`src/rtl/dev_bridge.sv`:
```
// ============================================================================
//  Module   : dev_bridge
//  Purpose  : CPU-side initiator for the Addr[3:2]/WE/WD/RD/IRQ device
//             register interface. Takes one CPU load/store at a time,
//             decodes it to device 0, device 1 or (optionally) the bridge
//             IRQ status word, drives the device port for one cycle and
//             returns read data or a decode error. Also gathers device IRQ
//             lines into the CPU HWInt vector.
//  Ports    : clk_i, rst_i (async, active-high)
//             req_i, addr_i[31:0], we_i, wd_i[31:0]      CPU request
//             ready_o, rd_o[31:0], err_o                 CPU response
//             dev0_addr_o[1:0], dev0_we_o                device 0 select
//             dev1_addr_o[1:0], dev1_we_o                device 1 select
//             dev_wd_o[31:0]                             shared write data
//             dev0_rd_i, dev1_rd_i [31:0]                device read data
//             dev0_irq_i, dev1_irq_i                     device IRQ levels
//             hwint_o[5:0]                               CPU interrupt vector
//  Config   : define IRQ_LATCH_EN to latch IRQ rising edges into a
//             write-1-to-clear pending register readable at BRIDGE_BASE.
//  Revision : 1.0  initial release
// ============================================================================
`default_nettype none

module dev_bridge #(
  parameter logic [31:0] DEV0_BASE   = 32'h0000_7F00,
  parameter logic [31:0] DEV1_BASE   = 32'h0000_7F10,
  parameter logic [31:0] BRIDGE_BASE = 32'h0000_7F20
) (
  input  logic        clk_i,
  input  logic        rst_i,
  input  logic        req_i,
  input  logic [31:0] addr_i,
  input  logic        we_i,
  input  logic [31:0] wd_i,
  output logic        ready_o,
  output logic [31:0] rd_o,
  output logic        err_o,
  output logic [1:0]  dev0_addr_o,
  output logic        dev0_we_o,
  output logic [1:0]  dev1_addr_o,
  output logic        dev1_we_o,
  output logic [31:0] dev_wd_o,
  input  logic [31:0] dev0_rd_i,
  input  logic [31:0] dev1_rd_i,
  input  logic        dev0_irq_i,
  input  logic        dev1_irq_i,
  output logic [5:0]  hwint_o
);

  typedef enum logic [1:0] {
    S_IDLE   = 2'd0,
    S_ACCESS = 2'd1,
    S_RESP   = 2'd2
  } state_t;

  state_t      state_q, state_d;
  logic        we_q, we_d;
  logic        hit0_q, hit0_d;
  logic        hit1_q, hit1_d;
  logic        hitb_q, hitb_d;
  logic        ready_q, ready_d;
  logic        err_q, err_d;
  logic [31:0] rd_q, rd_d;
  logic [1:0]  dev0_addr_q, dev0_addr_d;
  logic        dev0_we_q, dev0_we_d;
  logic [1:0]  dev1_addr_q, dev1_addr_d;
  logic        dev1_we_q, dev1_we_d;
  logic [31:0] dev_wd_q, dev_wd_d;
  logic [1:0]  irq_view;   // value returned by a bridge-word read / shown on HWInt

  // Address decode on the incoming request; word 3 of each device is a hole.
  logic hit0_w, hit1_w, hitb_w;
  assign hit0_w = (addr_i[31:4] == DEV0_BASE[31:4]) && (addr_i[3:2] != 2'b11);
  assign hit1_w = (addr_i[31:4] == DEV1_BASE[31:4]) && (addr_i[3:2] != 2'b11);

`ifdef IRQ_LATCH_EN
  logic [1:0] irq_prev_q;
  logic [1:0] pending_q, pending_d;
  logic [1:0] irq_rise;
  logic [1:0] irq_clr;

  // Only the single word at BRIDGE_BASE decodes; +4/+8 fall through to a miss.
  assign hitb_w = (addr_i[31:2] == BRIDGE_BASE[31:2]);

  assign irq_rise = {dev1_irq_i, dev0_irq_i} & ~irq_prev_q;
  assign irq_clr  = (state_q == S_ACCESS && hitb_q && we_q) ? dev_wd_q[1:0] : 2'b00;
  // Set is ORed in after the clear so a same-cycle edge is never lost.
  assign pending_d = (pending_q & ~irq_clr) | irq_rise;

  always_ff @(posedge clk_i or posedge rst_i) begin
    if (rst_i) begin
      irq_prev_q <= 2'b00;
      pending_q  <= 2'b00;
    end else begin
      irq_prev_q <= {dev1_irq_i, dev0_irq_i};
      pending_q  <= pending_d;
    end
  end

  assign irq_view = pending_q;

  logic unused_w;
  assign unused_w = ^addr_i[1:0];
`else
  logic [1:0] irq_q;

  assign hitb_w = 1'b0;

  always_ff @(posedge clk_i or posedge rst_i) begin
    if (rst_i) begin
      irq_q <= 2'b00;
    end else begin
      irq_q <= {dev1_irq_i, dev0_irq_i};
    end
  end

  assign irq_view = irq_q;

  logic unused_w;
  assign unused_w = ^{addr_i[1:0], BRIDGE_BASE};
`endif

  // Next-state and output logic. Device select outputs default to 0 so they
  // are only non-zero during the single ACCESS cycle.
  always_comb begin
    state_d     = state_q;
    we_d        = we_q;
    hit0_d      = hit0_q;
    hit1_d      = hit1_q;
    hitb_d      = hitb_q;
    dev_wd_d    = dev_wd_q;
    ready_d     = 1'b0;
    err_d       = 1'b0;
    rd_d        = 32'h0;
    dev0_addr_d = 2'b00;
    dev0_we_d   = 1'b0;
    dev1_addr_d = 2'b00;
    dev1_we_d   = 1'b0;

    case (state_q)
      S_IDLE: begin
        if (req_i) begin
          state_d     = S_ACCESS;
          we_d        = we_i;
          hit0_d      = hit0_w;
          hit1_d      = hit1_w;
          hitb_d      = hitb_w;
          dev_wd_d    = wd_i;
          dev0_addr_d = hit0_w ? addr_i[3:2] : 2'b00;
          dev0_we_d   = hit0_w & we_i;
          dev1_addr_d = hit1_w ? addr_i[3:2] : 2'b00;
          dev1_we_d   = hit1_w & we_i;
        end
      end
      S_ACCESS: begin
        state_d = S_RESP;
        ready_d = 1'b1;
        err_d   = ~(hit0_q | hit1_q | hitb_q);
        // Device read data is combinational on the held select, so it is
        // captured here at the end of ACCESS.
        if (!we_q) begin
          if (hit0_q) begin
            rd_d = dev0_rd_i;
          end else if (hit1_q) begin
            rd_d = dev1_rd_i;
          end else if (hitb_q) begin
            rd_d = {30'h0, irq_view};
          end
        end
      end
      S_RESP: begin
        state_d = S_IDLE;
      end
      default: begin
        state_d = S_IDLE;
      end
    endcase
  end

  always_ff @(posedge clk_i or posedge rst_i) begin
    if (rst_i) begin
      state_q     <= S_IDLE;
      we_q        <= 1'b0;
      hit0_q      <= 1'b0;
      hit1_q      <= 1'b0;
      hitb_q      <= 1'b0;
      ready_q     <= 1'b0;
      err_q       <= 1'b0;
      rd_q        <= 32'h0;
      dev0_addr_q <= 2'b00;
      dev0_we_q   <= 1'b0;
      dev1_addr_q <= 2'b00;
      dev1_we_q   <= 1'b0;
      dev_wd_q    <= 32'h0;
    end else begin
      state_q     <= state_d;
      we_q        <= we_d;
      hit0_q      <= hit0_d;
      hit1_q      <= hit1_d;
      hitb_q      <= hitb_d;
      ready_q     <= ready_d;
      err_q       <= err_d;
      rd_q        <= rd_d;
      dev0_addr_q <= dev0_addr_d;
      dev0_we_q   <= dev0_we_d;
      dev1_addr_q <= dev1_addr_d;
      dev1_we_q   <= dev1_we_d;
      dev_wd_q    <= dev_wd_d;
    end
  end

  assign ready_o     = ready_q;
  assign rd_o        = rd_q;
  assign err_o       = err_q;
  assign dev0_addr_o = dev0_addr_q;
  assign dev0_we_o   = dev0_we_q;
  assign dev1_addr_o = dev1_addr_q;
  assign dev1_we_o   = dev1_we_q;
  assign dev_wd_o    = dev_wd_q;
  assign hwint_o     = {4'b0000, irq_view};

endmodule

`default_nettype wire

```
`config.mk`:
```
export PLATFORM = sky130hd
export DESIGN_NAME = dev_bridge
export DESIGN_NICKNAME = d
export VERILOG_FILES = /design/src/rtl/dev_bridge.sv
export SDC_FILE = /design/constraint.sdc
export NUM_CORES = 1
export LEC_CHECK = 0
export CORE_ASPECT_RATIO = 1.25
export CORE_UTILIZATION = 35
export DETAILED_ROUTE_END_ITERATION = 8
export GPL_TIMING_DRIVEN = 0
export HOLD_SLACK_MARGIN = 0.06
export PLACE_DENSITY = 0.8
export SLEW_MARGIN = 20
export SYNTH_ARGS = -nofsm -noshare
export SYNTH_HDL_FRONTEND = slang
export SYNTH_SLANG_ARGS = --single-unit
```
`constraint.sdc`:
```
create_clock -name clk_i -period 3.7 [get_ports clk_i]
set_clock_uncertainty 0.1 [all_clocks]
set_input_delay 0.74 -clock clk_i [delete_from_list [all_inputs] [get_ports clk_i]]
set_output_delay 0.74 -clock clk_i [all_outputs]
set_load 0.03 [all_outputs]
```
==> metrics.csv <==
stage,metric,value,unit
power,Lkg Pwr,2.227,nW
setup_path,crit path DAT,1.37,ns
setup_path,Crit path required time,2.86,ns
floorplanning,Die Wd,85.33,µm
yosys,dominant cells by area after synthesis,"dfrtp_1 (65%), mux2_2 (12%), a22oi_1 (7.7%)",
clock_tree,CTS resizes,0,
yosys,post-synthesis compound-gate area fraction,8.402,%
yosys,number of flops mapped to enable cells by yosys,0,
setup_path,"Buf+Inv Stages, Crit Path",1,
layout,final non-filler cell total,549,
yosys,leading area contributor after synthesis,dfrtp_1,
min_path,HP Class,flop to flop,
layout,design area,5428,µm²
placed_design,pre-CTS WS,1.250,ns
clock_tree,CTS tree,yes,
setup_path,Crit Path Max Fanout,2,
routing,WL/cell,15.41,µm
global_routing,first-pass GRT wire length,13300,µm
sta,final hold violation count,0,
placed_design,dpl cells,533,
sta,fin. max-slew vios,0,
sta,fin crit share,59.84,%
yosys,Synth top area share,65.07,%
layout,fin nets,581,
yosys,most used flip-flop cell after synthesis,dfrtp_1,
sta,setup ws final,1.486,ns
setup_path,Setup CP Type,flop to output port,
sta,Hold WS,0.3762,ns
setup_path,"slowest stage delay, CP",0.68,ns
power,worst vdd ir,303.0,µV
power,Final Power,2.298,mW
routing,first drt pass iteration count,4,
sta,max frequency,0.4516,GHz
setup_path,crit path cell chain,clkdlybuf4s50_1,
yosys,cell area after synthesis,3038,µm²
global_routing,vias in the first global route,2802,
placed_design,DP HPWL,6690,µm
floorplanning,die area,9059,µm²
layout,diodes inserted,0,
yosys,post-synthesis cell count,227,
clock_tree,Max clock buf depth,2,
clock_tree,Root Driver,clkbuf_8,
clock_tree,clk sinks,79,
yosys,Synth Area in Adders,0,%
sta,post-route minimum period,2.214,ns
floorplanning,Rows,37,
yosys,Post-synth ARST share,100.0,%
floorplanning,# IOs,212,
yosys,mux contribution to synthesized area,12.23,%
setup_path,critical path capture point type,output port,
global_routing,largest net degree at the start of global routing,49,
layout,Fill cells,678,
global_routing,gr ovfl total,0,
sta,Setup Viol. Count Final,0,
layout,Area Overhead vs Synth,78.67,%
placed_design,area post-placement,5253,µm²
setup_path,"Slowest-stage cell, CP",clkdlybuf4s50_1,
min_path,hold_sp,state_q[1],
yosys,Ys Warns,0,
yosys,Simple-Gate Fraction of Synth Area,10.96,%
sta,setup TNS,0,ns
routing,ANT nets after route,0,
clock_tree,Worst-path clk slew,0.08,ns
layout,layout cells sized above 1,15.04,%
yosys,"flops & latches, synth",79,
power,PwrDens,423.4,nW/µm²
yosys,post-synthesis xor/xnor area fraction,0,%
outcome,status,completed,
routing,Via Count,2663,
flow_run,Max-cap violations,0,
setup_path,Startpoint Class,flop,
placed_design,Final Wtd Congestion,0.7437,
global_routing,overall routing resource usage,19.03,%
layout,final cell utilization of the core,65.14,%
floorplanning,Starting Density,36.46,%
clock_tree,"Setup Fix Bufs, Post-CTS",0,
setup_path,Critical Path Start,dev_wd_o[10],
floorplanning,Die Ht,106.2,µm
clock_tree,H-tree depth,3,
routing,DRC errors left,0,
clock_tree,CTS buffer count,9,
routing,post-DR vias/cell,4.851,
yosys,post-synthesis cell type count,25,
routing,DR iter-0 viols,84,
routing,final wirelength,8459,µm
yosys,Avg Inst Size Synth,13.38,µm²
floorplanning,core area,8333,µm²
clock_tree,Worst-Skew Late Latency,0.33,ns
placed_design,number of port buffers,205,
sta,RSZ-0062 raised after global routing,false,
clock_tree,hold buffer count at CTS,0,
yosys,sequential fraction of the synthesis area,65.07,%
yosys,largest family of logic cells by synthesized area,multiplexers,
setup_path,crit-path leading delay family,buffers and inverters,
global_routing,initial antenna violation count,0,
setup_path,R2R Path Start,state_q[1],
## metal layers
metal / global-route usage (%) / share of wire (%)
met5: 0 / 0
met4: 7.500 / 2.1
met1: 19.78 / 35
met3: 4.969 / 7.7
met2: 36.00 / 55
## power by group
part	switching, mW	internal (mW)	total [mW]
registers	0.0491	0.964	1.01
logic	0.349	0.375	0.724
clock network	0.300	0.261	0.561
## flip-flops by register name, summed over array words and instances, names as in the netlist
| register | cells |
|---|---|
| err_o | 1 |
| dev1_addr_o | 2 |
| dev0_addr_o | 2 |
| state_q | 2 |
| rd_o | 32 |
| dev_wd_o | 32 |
| dev1_we_o | 1 |
| dev0_we_o | 1 |
| hit0_q | 1 |
| hit1_q | 1 |
| ready_o | 1 |
| we_q | 1 |
| irq_q | 2 |
## synth_stat cells (2+ instances only)
master	number
a21o_2	2
nor4b_1	2
a22oi_1	31
and2_1	6
nor2_1	35
nor2b_1	3
inv_1	2
nor4_2	2
dfrtp_1	79
buf_2	6
buf_4	4
clkbuf_1	7
mux2_2	33
nand2_1	4
## area by class of cell
cell class,instances,area [µm²],area share (%)
clock buffers,11,141.4,2.605
flip-flops and latches,79,1977,36.42
clock inverters,5,33.78,0.6224
inverters,3,13.76,0.2536
repair buffers,206,2079,38.31
well taps,97,121.4,2.236
multi-input cells,131,974.7,17.96
plain buffers,17,86.33,1.591
## cells in the final DEF, fill, tap and decap left out, drive strengths merged, types with 2 or more instances in the layout
master	netlist	routed
a22oi	31	31
conb	1	4
a21o	2	2
nand4	2	2
nor2b	3	3
buf	10	11
nand2	4	4
dfrtp	79	79
inv	3	3
mux2	33	33
nor2	35	35
and2	6	6
nor4b	4	4
nor4	3	3
clkinv	0	3
clkinvlp	0	2
clkbuf	7	18
clkdlybuf4s50	0	205
## cells by family after synthesis
kind of cell | Yosys count
flops | 79
simple gates | 60
compound gates | 34
mux | 33
buf+inv | 20
other cells | 1
## final timing paths
| check | endpoint | slack, ns | depth (start not counted) |
|---|---|---|---|
| setup / recovery | dev_wd_o[10] | 1.49 | 1 |
| hold / removal | state_q[1] | 0.38 | 1 |
| setup reg to reg | dev0_we_o | 2.02 | 6 |
| hold reg to reg | state_q[1] | 0.38 | 1 |
| max in group asynchronous | rd_o[0] | 2.27 | 3 |
| min in group asynchronous | dev_wd_o[2] | 0.65 | 2 |
Power figures use the tool's default switching activity.
